<file path="src/rtl/controller_operator_stack_pkg.sv">
// Shared definitions for the calculator controller operator stack.
// Mirrors the controller-wide constants: operator code width, the
// "no operator" code and the agreed stack depth, plus the decoded
// command type used internally by the stack.
package controller_operator_stack_pkg;

  // Operator code width and the code presented when no operator is held.
  localparam int              CO_N        = 4;
  localparam logic [CO_N-1:0] CO_NO       = '0;

  // Stack pointer width shared by the controller and the stack (depth 8).
  localparam int              CO_STACK_AW = 3;

  // One decoded action per edge, after priority resolution.
  typedef enum logic [2:0] {
    CMD_IDLE,      // hold, including ignored overflow/underflow requests
    CMD_CLEAR,     // empty the stack
    CMD_REPLACE,   // overwrite the top entry
    CMD_PUSH,      // add a new top entry
    CMD_POP,       // remove top, expose the entry below
    CMD_POP_LAST   // remove the only entry
  } op_cmd_e;

endpackage

</file>
<file path="src/rtl/controller_operator_stack_mem.sv">
// Register file behind the operator stack: 2**AW entries of DW bits,
// one synchronous write port and two asynchronous read ports (the top
// entry and the entry below it). Contents are not reset.
module controller_operator_stack_mem #(
  parameter int AW = 3,
  parameter int DW = 4
) (
  input  logic          Clock,
  input  logic          we,
  input  logic [AW-1:0] waddr,
  input  logic [DW-1:0] wdata,
  input  logic [AW-1:0] raddr_top,
  input  logic [AW-1:0] raddr_below,
  output logic [DW-1:0] rdata_top,
  output logic [DW-1:0] rdata_below
);

  logic [DW-1:0] mem [2**AW];

  // Synchronous write of the pushed or replacing operator code.
  // NOTE: no reset on the array -- entries at or above the count are never
  // exposed, so clearing them would only cost a reset net on every bit.
  always_ff @(posedge Clock) begin
    if (we) begin
      mem[waddr] <= wdata;
    end
  end

  assign rdata_top   = mem[raddr_top];
  assign rdata_below = mem[raddr_below];

endmodule

</file>
<file path="src/rtl/controller_operator_stack.sv">
// LIFO operator stack for the calculator controller. Presents a
// registered top-of-stack plus empty/full/count decoded from the entry
// counter, and services clear, replace, push and pop in one cycle with
// clear taking priority.
// Optional feature: define CONT_OPSTACK_ERR_EN to get a sticky
// overflow/underflow flag on op_err; otherwise op_err is tied low.
module controller_operator_stack
  import controller_operator_stack_pkg::*;
#(
  parameter int AW = CO_STACK_AW
) (
  input  logic            Clock,
  input  logic            Reset,
  input  logic            op_push,
  input  logic            op_pop,
  input  logic            op_clear,
  input  logic [CO_N-1:0] op_wdata,
  output logic [CO_N-1:0] op_data,
  output logic            op_empty,
  output logic            op_full,
  output logic [AW:0]     op_count,
  output logic            op_err
);

  localparam logic [AW:0] DEPTH = {1'b1, {AW{1'b0}}};
  localparam logic [AW:0] ONE   = {{AW{1'b0}}, 1'b1};

  logic [AW:0]     cnt;
  logic [CO_N-1:0] top_q;
  op_cmd_e         cmd;

  logic            is_empty;
  logic            is_full;
  logic            is_one;

  logic            mem_we;
  logic [AW-1:0]   mem_waddr;
  logic [AW-1:0]   addr_top;
  logic [AW-1:0]   addr_below;
  logic [CO_N-1:0] rd_top;
  logic [CO_N-1:0] rd_below;

  assign is_empty = (cnt == '0);
  assign is_full  = (cnt == DEPTH);
  assign is_one   = (cnt == ONE);

  // Low pointer bits wrap correctly at full: 3'b000 - 1 addresses entry 7.
  assign addr_top   = cnt[AW-1:0] - AW'(1);
  assign addr_below = cnt[AW-1:0] - AW'(2);

  // Resolve the request strobes into a single action for this edge.
  // NOTE: cmd gets a default before any branch so no path leaves it
  // unassigned, which would otherwise infer a latch.
  always_comb begin
    cmd = CMD_IDLE;
    if (op_clear) begin
      cmd = CMD_CLEAR;
    end else if (op_push && op_pop) begin
      cmd = is_empty ? CMD_PUSH : CMD_REPLACE;
    end else if (op_push) begin
      cmd = is_full ? CMD_IDLE : CMD_PUSH;
    end else if (op_pop) begin
      if (is_empty) begin
        cmd = CMD_IDLE;
      end else if (is_one) begin
        cmd = CMD_POP_LAST;
      end else begin
        cmd = CMD_POP;
      end
    end
  end

  assign mem_we    = (cmd == CMD_PUSH) || (cmd == CMD_REPLACE);
  assign mem_waddr = (cmd == CMD_REPLACE) ? addr_top : cnt[AW-1:0];

  controller_operator_stack_mem #(
    .AW (AW),
    .DW (CO_N)
  ) u_mem (
    .Clock       (Clock),
    .we          (mem_we),
    .waddr       (mem_waddr),
    .wdata       (op_wdata),
    .raddr_top   (addr_top),
    .raddr_below (addr_below),
    .rdata_top   (rd_top),
    .rdata_below (rd_below)
  );

  // Entry counter and registered top-of-stack.
  // NOTE: state registers use non-blocking assignments so every register
  // samples pre-edge values regardless of evaluation order.
  always_ff @(posedge Clock or negedge Reset) begin
    if (!Reset) begin
      cnt   <= '0;
      top_q <= CO_NO;
    end else begin
      unique case (cmd)
        CMD_CLEAR: begin
          cnt   <= '0;
          top_q <= CO_NO;
        end
        CMD_REPLACE: begin
          top_q <= op_wdata;
        end
        CMD_PUSH: begin
          cnt   <= cnt + ONE;
          top_q <= op_wdata;
        end
        CMD_POP: begin
          cnt   <= cnt - ONE;
          top_q <= rd_below;
        end
        CMD_POP_LAST: begin
          cnt   <= '0;
          top_q <= CO_NO;
        end
        default: begin
          // Hold re-reads the array so top_q always tracks mem[cnt-1].
          top_q <= is_empty ? CO_NO : rd_top;
        end
      endcase
    end
  end

  assign op_data  = top_q;
  assign op_empty = is_empty;
  assign op_full  = is_full;
  assign op_count = cnt;

`ifdef CONT_OPSTACK_ERR_EN
  logic err_q;
  logic err_event;

  // Overflow: push alone at full. Underflow: any pop at empty, including
  // push+pop. Clear suppresses both since no push/pop is performed.
  always_comb begin
    err_event = 1'b0;
    if (!op_clear) begin
      err_event = (op_push && !op_pop && is_full) || (op_pop && is_empty);
    end
  end

  // Sticky error flag, cleared only by reset.
  always_ff @(posedge Clock or negedge Reset) begin
    if (!Reset) begin
      err_q <= 1'b0;
    end else if (err_event) begin
      err_q <= 1'b1;
    end
  end

  assign op_err = err_q;
`else
  assign op_err = 1'b0;
`endif

endmodule
</file>
<file path="config.mk">
export PLATFORM = sky130hd
export DESIGN_NAME = controller_operator_stack
export DESIGN_NICKNAME = d
export VERILOG_FILES = /design/src/rtl/controller_operator_stack_pkg.sv /design/src/rtl/controller_operator_stack_mem.sv /design/src/rtl/controller_operator_stack.sv
export SDC_FILE = /design/constraint.sdc
export NUM_CORES = 1
export LEC_CHECK = 0
export BUFFER_PORTS_ARGS = -buffer_cell sky130_fd_sc_hd__clkbuf_2
export CORE_MARGIN = 5
export CORE_UTILIZATION = 30
export DETAILED_ROUTE_END_ITERATION = 8
export GPL_ROUTABILITY_DRIVEN = 0
export PLACE_DENSITY_LB_ADDON = 0.2
export SKIP_CTS_REPAIR_TIMING = 1
export SYNTH_ARGS = -nofsm -noshare
export SYNTH_HDL_FRONTEND = slang
export SYNTH_SLANG_ARGS = --single-unit
</file>
<file path="constraint.sdc">
create_clock -name Clock -period 2.55 [get_ports Clock]
set_input_delay 0.51 -clock Clock [delete_from_list [all_inputs] [get_ports Clock]]
set_output_delay 0.51 -clock Clock [all_outputs]
set_load 0.01 [all_outputs]
</file>
==> summary.md <==
| Metric | Value |
|---|---|
| Status | `complete, no violations` |
| Fin crit period | `approximately 2.3 ns` |
| Clock Path Buffers | `2` |
| Initial DRC count | `roughly 160` |
| Final setup viols | `0` |
| Register area | `between 1000 and 1500 um^2` |
| Overflow after GRT | `0` |
| Synth warnings | `0` |
| CP arrival | `approximately 2.5 ns` |
| Final hold slack | `0.03969 ns` |
| Crit-path max FO | `9` |
| Vias/cell | `5.436` |
| Core footprint | `slightly below 8000 um^2` |
| Post-Syn Area | `roughly 2400 um^2` |
| Yosys top cell by area | `edfxtp_1` |
| Worst vdd ir | `0.3187 mV` |
| Total of max-cap violations | `0` |
| Cells along the critical path | `inv_1 -> ha_1 -> mux4_2 -> mux2_2 -> a22oi_1 -> o31ai_1` |
| First-pass GRT wire length | `between 9 and 10 mm` |
| Detailed-route wire length | `around 6 mm` |
| Clock Pin Slew Worst Setup and Hold Paths | `0.08 ns` |
| Height of the die | `a little under 100 um` |
| Crit share post-route | `91.05%` |
| Root Driver | `clkbuf_8` |
| H-tree depth | `2` |
| Worst Tran Pin Value | `~0.61 ns` |
| GRT Total Usage | `between 10% and 20%` |
| CTS tree | `done` |
| HP Class | `in2async` |
| WL/cell | `18.75 um` |
| CTS Sinks | `40` |
| Vias | `1707` |
| DRT Pass-1 Iters | `4` |
| Syn Inst Count | `between 150 and 200` |
| Synth-to-layout area growth | `15.79%` |
| Fmax achieved | `approximately 430 MHz` |
| Die area | `roughly 9700 um^2` |
| Vias in the first global route | `about 1700` |
| Final hold violation count | `0` |
| Critical Path End Type | `register` |
| Seq/Total Area, Yosys | `roughly 49%` |
| Nets | `~230` |
| Critical path required time | `approximately 2.7 ns` |
| Type of origin of the critical path | `register` |
| Post-synth top area share | `slightly above 40%` |
| Post-Syn Area per Cell | `between 10 and 15 um^2` |
| Initial core utilization | `30.71%` |
| Total negative slack | `0 ns` |
| Critical path's slowest cell | `dfrtp_1` |
| Share of layout cells above drive strength 1 | `between 30% and 40%` |
| Area of the multi-input gates | `1164 um^2` |
| P_leak | `roughly 0.93 nW` |
| # fillers | `just under 800` |
| Top cells by area, synth | `edfxtp_1 41%, dfrtp_1 8.5%, mux4_2 7.6%` |
| Slew Viols, Final | `0` |
| Std cell rows | `32` |
| Largest stage delay, worst path | `around 0.56 ns` |
| Final Skew | `between 0.005 and 0.006 ns` |
| Final ANT Viol Nets | `0` |
| Unrepaired setup endpoints after global routing | `no` |
| Largest net degree at the start of global routing | `37` |
| Commonest non-fill, non-tap cell in the layout | `edfxtp_1` |
| Commonest cells after routing, fill and taps aside | `32 x edfxtp_1, 18 x clkbuf_2, 11 x buf_4` |
| Synth Register Bits | `40` |
| Distinct cells, synth | `49` |
| Slew Limit Headroom | `approximately three fifths` |
| Worst skew pair latency | `between 0.2 and 0.3 ns` |
| Pwr Density | `~1000 nW/um^2` |
| Drc violations | `0` |
| I/O pins | `20` |
| Post-synth net total | `about 200` |
| Post-DP HPWL | `4.464 mm` |
| CTS Buf Count | `5` |
| Antenna diodes | `0` |
| Initial antenna violation count | `0` |
| PortBufs | `18` |
| Die W | `98.72 um` |
| CP Class | `reg2reg` |
per-stage QoR:
step / util (%) / instances / worst slack [ns] / cell area, um^2 / power [W]
after floorplan: - / 188 / 0.007117 / 2435 / 0.001907
after global placement: 34.57 / 307 / 0.2537 / 2658 / 0.002371
after detailed placement: 34.57 / 307 / 0.2494 / 2658 / 0.002343
after CTS: 35.56 / 314 / 0.2379 / 2734 / 0.002745
after global routing: 35.56 / 314 / 0.07404 / 2734 / 0.002913
final: 35.56 / 314 / 0.2282 / 2734 / 0.002733
routing by layer:
layer / global-route usage, % / vias up / wire [um]
li1: - / 811 / -
met4: 2.521 / 0 / 41
met1: 18.53 / 844 / 2788
met2: 18.98 / 45 / 2749
met3: 2.760 / 7 / 309
met5: 0 / - / 0
layout make-up:
| class | count | share of cell area, % |
|---|---|---|
| multi-input cells | 128 | 42.56 |
| flip-flops and latches | 40 | 42.47 |
| repair buffers | 29 | 6.316 |
| well taps | 102 | 4.668 |
| clock buffers | 5 | 2.517 |
| inverters | 8 | 1.190 |
| clock inverters | 2 | 0.2746 |
registers in the layout, indices dropped and copies added, names as in the netlist:
| register | count |
|---|---|
| u_mem.mem | 32 |
| op_count | 4 |
| op_data | 4 |
Yosys cell counts (all sizes together):
cell	instances
a222oi	3
or2	3
nand2b	2
inv	8
o2111a	1
a21oi	7
nor2	5
nand3b	3
mux2i	4
mux4	8
xnor2	1
a211oi	3
a32o	1
o41ai	2
o31ai	8
dfrtp	8
or3b	1
a2111oi	4
edfxtp	32
mux2	9
o211a	1
a2bb2oi	1
nor3	2
o211ai	2
nor2b	5
nand4	4
nor3b	1
nand3	10
o41a	1
a21boi	1
a21o	1
clkbuf	3
o22ai	4
nor4	3
o21ai	8
buf	9
o21a	2
and4bb	1
nand2	2
a22oi	5
ha	7
conb	1
a32oi	1
kinds of logic after synthesis:
kind of cell | after synthesis | share of synthesized area (%)
adders and majority gates | 7 | 3.709
other | 1 | 0.1588
buffers and inverters | 20 | 4.028
AOI/OAI and AO/OA | 56 | 17.59
muxes | 21 | 13.62
xor gates and xnor gates | 1 | 0.6891
and+or+nand+nor | 42 | 11.02
DFF | 40 | 49.18
final timing paths:
kind                       slack [ns]  cells past startpoint              end        start
min in group Clock               0.55                      1  u_mem.mem[2][2]  op_wdata[2]
max in group asynchronous        2.34                      1       op_data[0]        Reset
max                              0.23                      6       op_data[0]  op_count[2]
min                              0.04                      1       op_data[2]        Reset
max reg2reg                      0.23                      6       op_data[0]  op_count[2]
min reg2reg                      0.66                      2      op_count[0]  op_count[0]
power breakdown:
group | internal [W] | switching [W]
Clock | 0.000181 | 0.000216
Sequential | 0.000801 | 0.0000676
Combinational | 0.000620 | 0.000848
Total | 0.00160 | 0.00113
worst max-delay path: cells and delay by family (launching register included):
family                   cells  cell delay, ns
buffers and inverters        1            0.19
adder cells (fa/ha/maj)      1            0.52
AO/OA/AOI/OAI                2            0.26
multiplexers                 2            0.67
flip-flops                   1            0.56
Note: power is estimated with default switching activity, not from simulation.
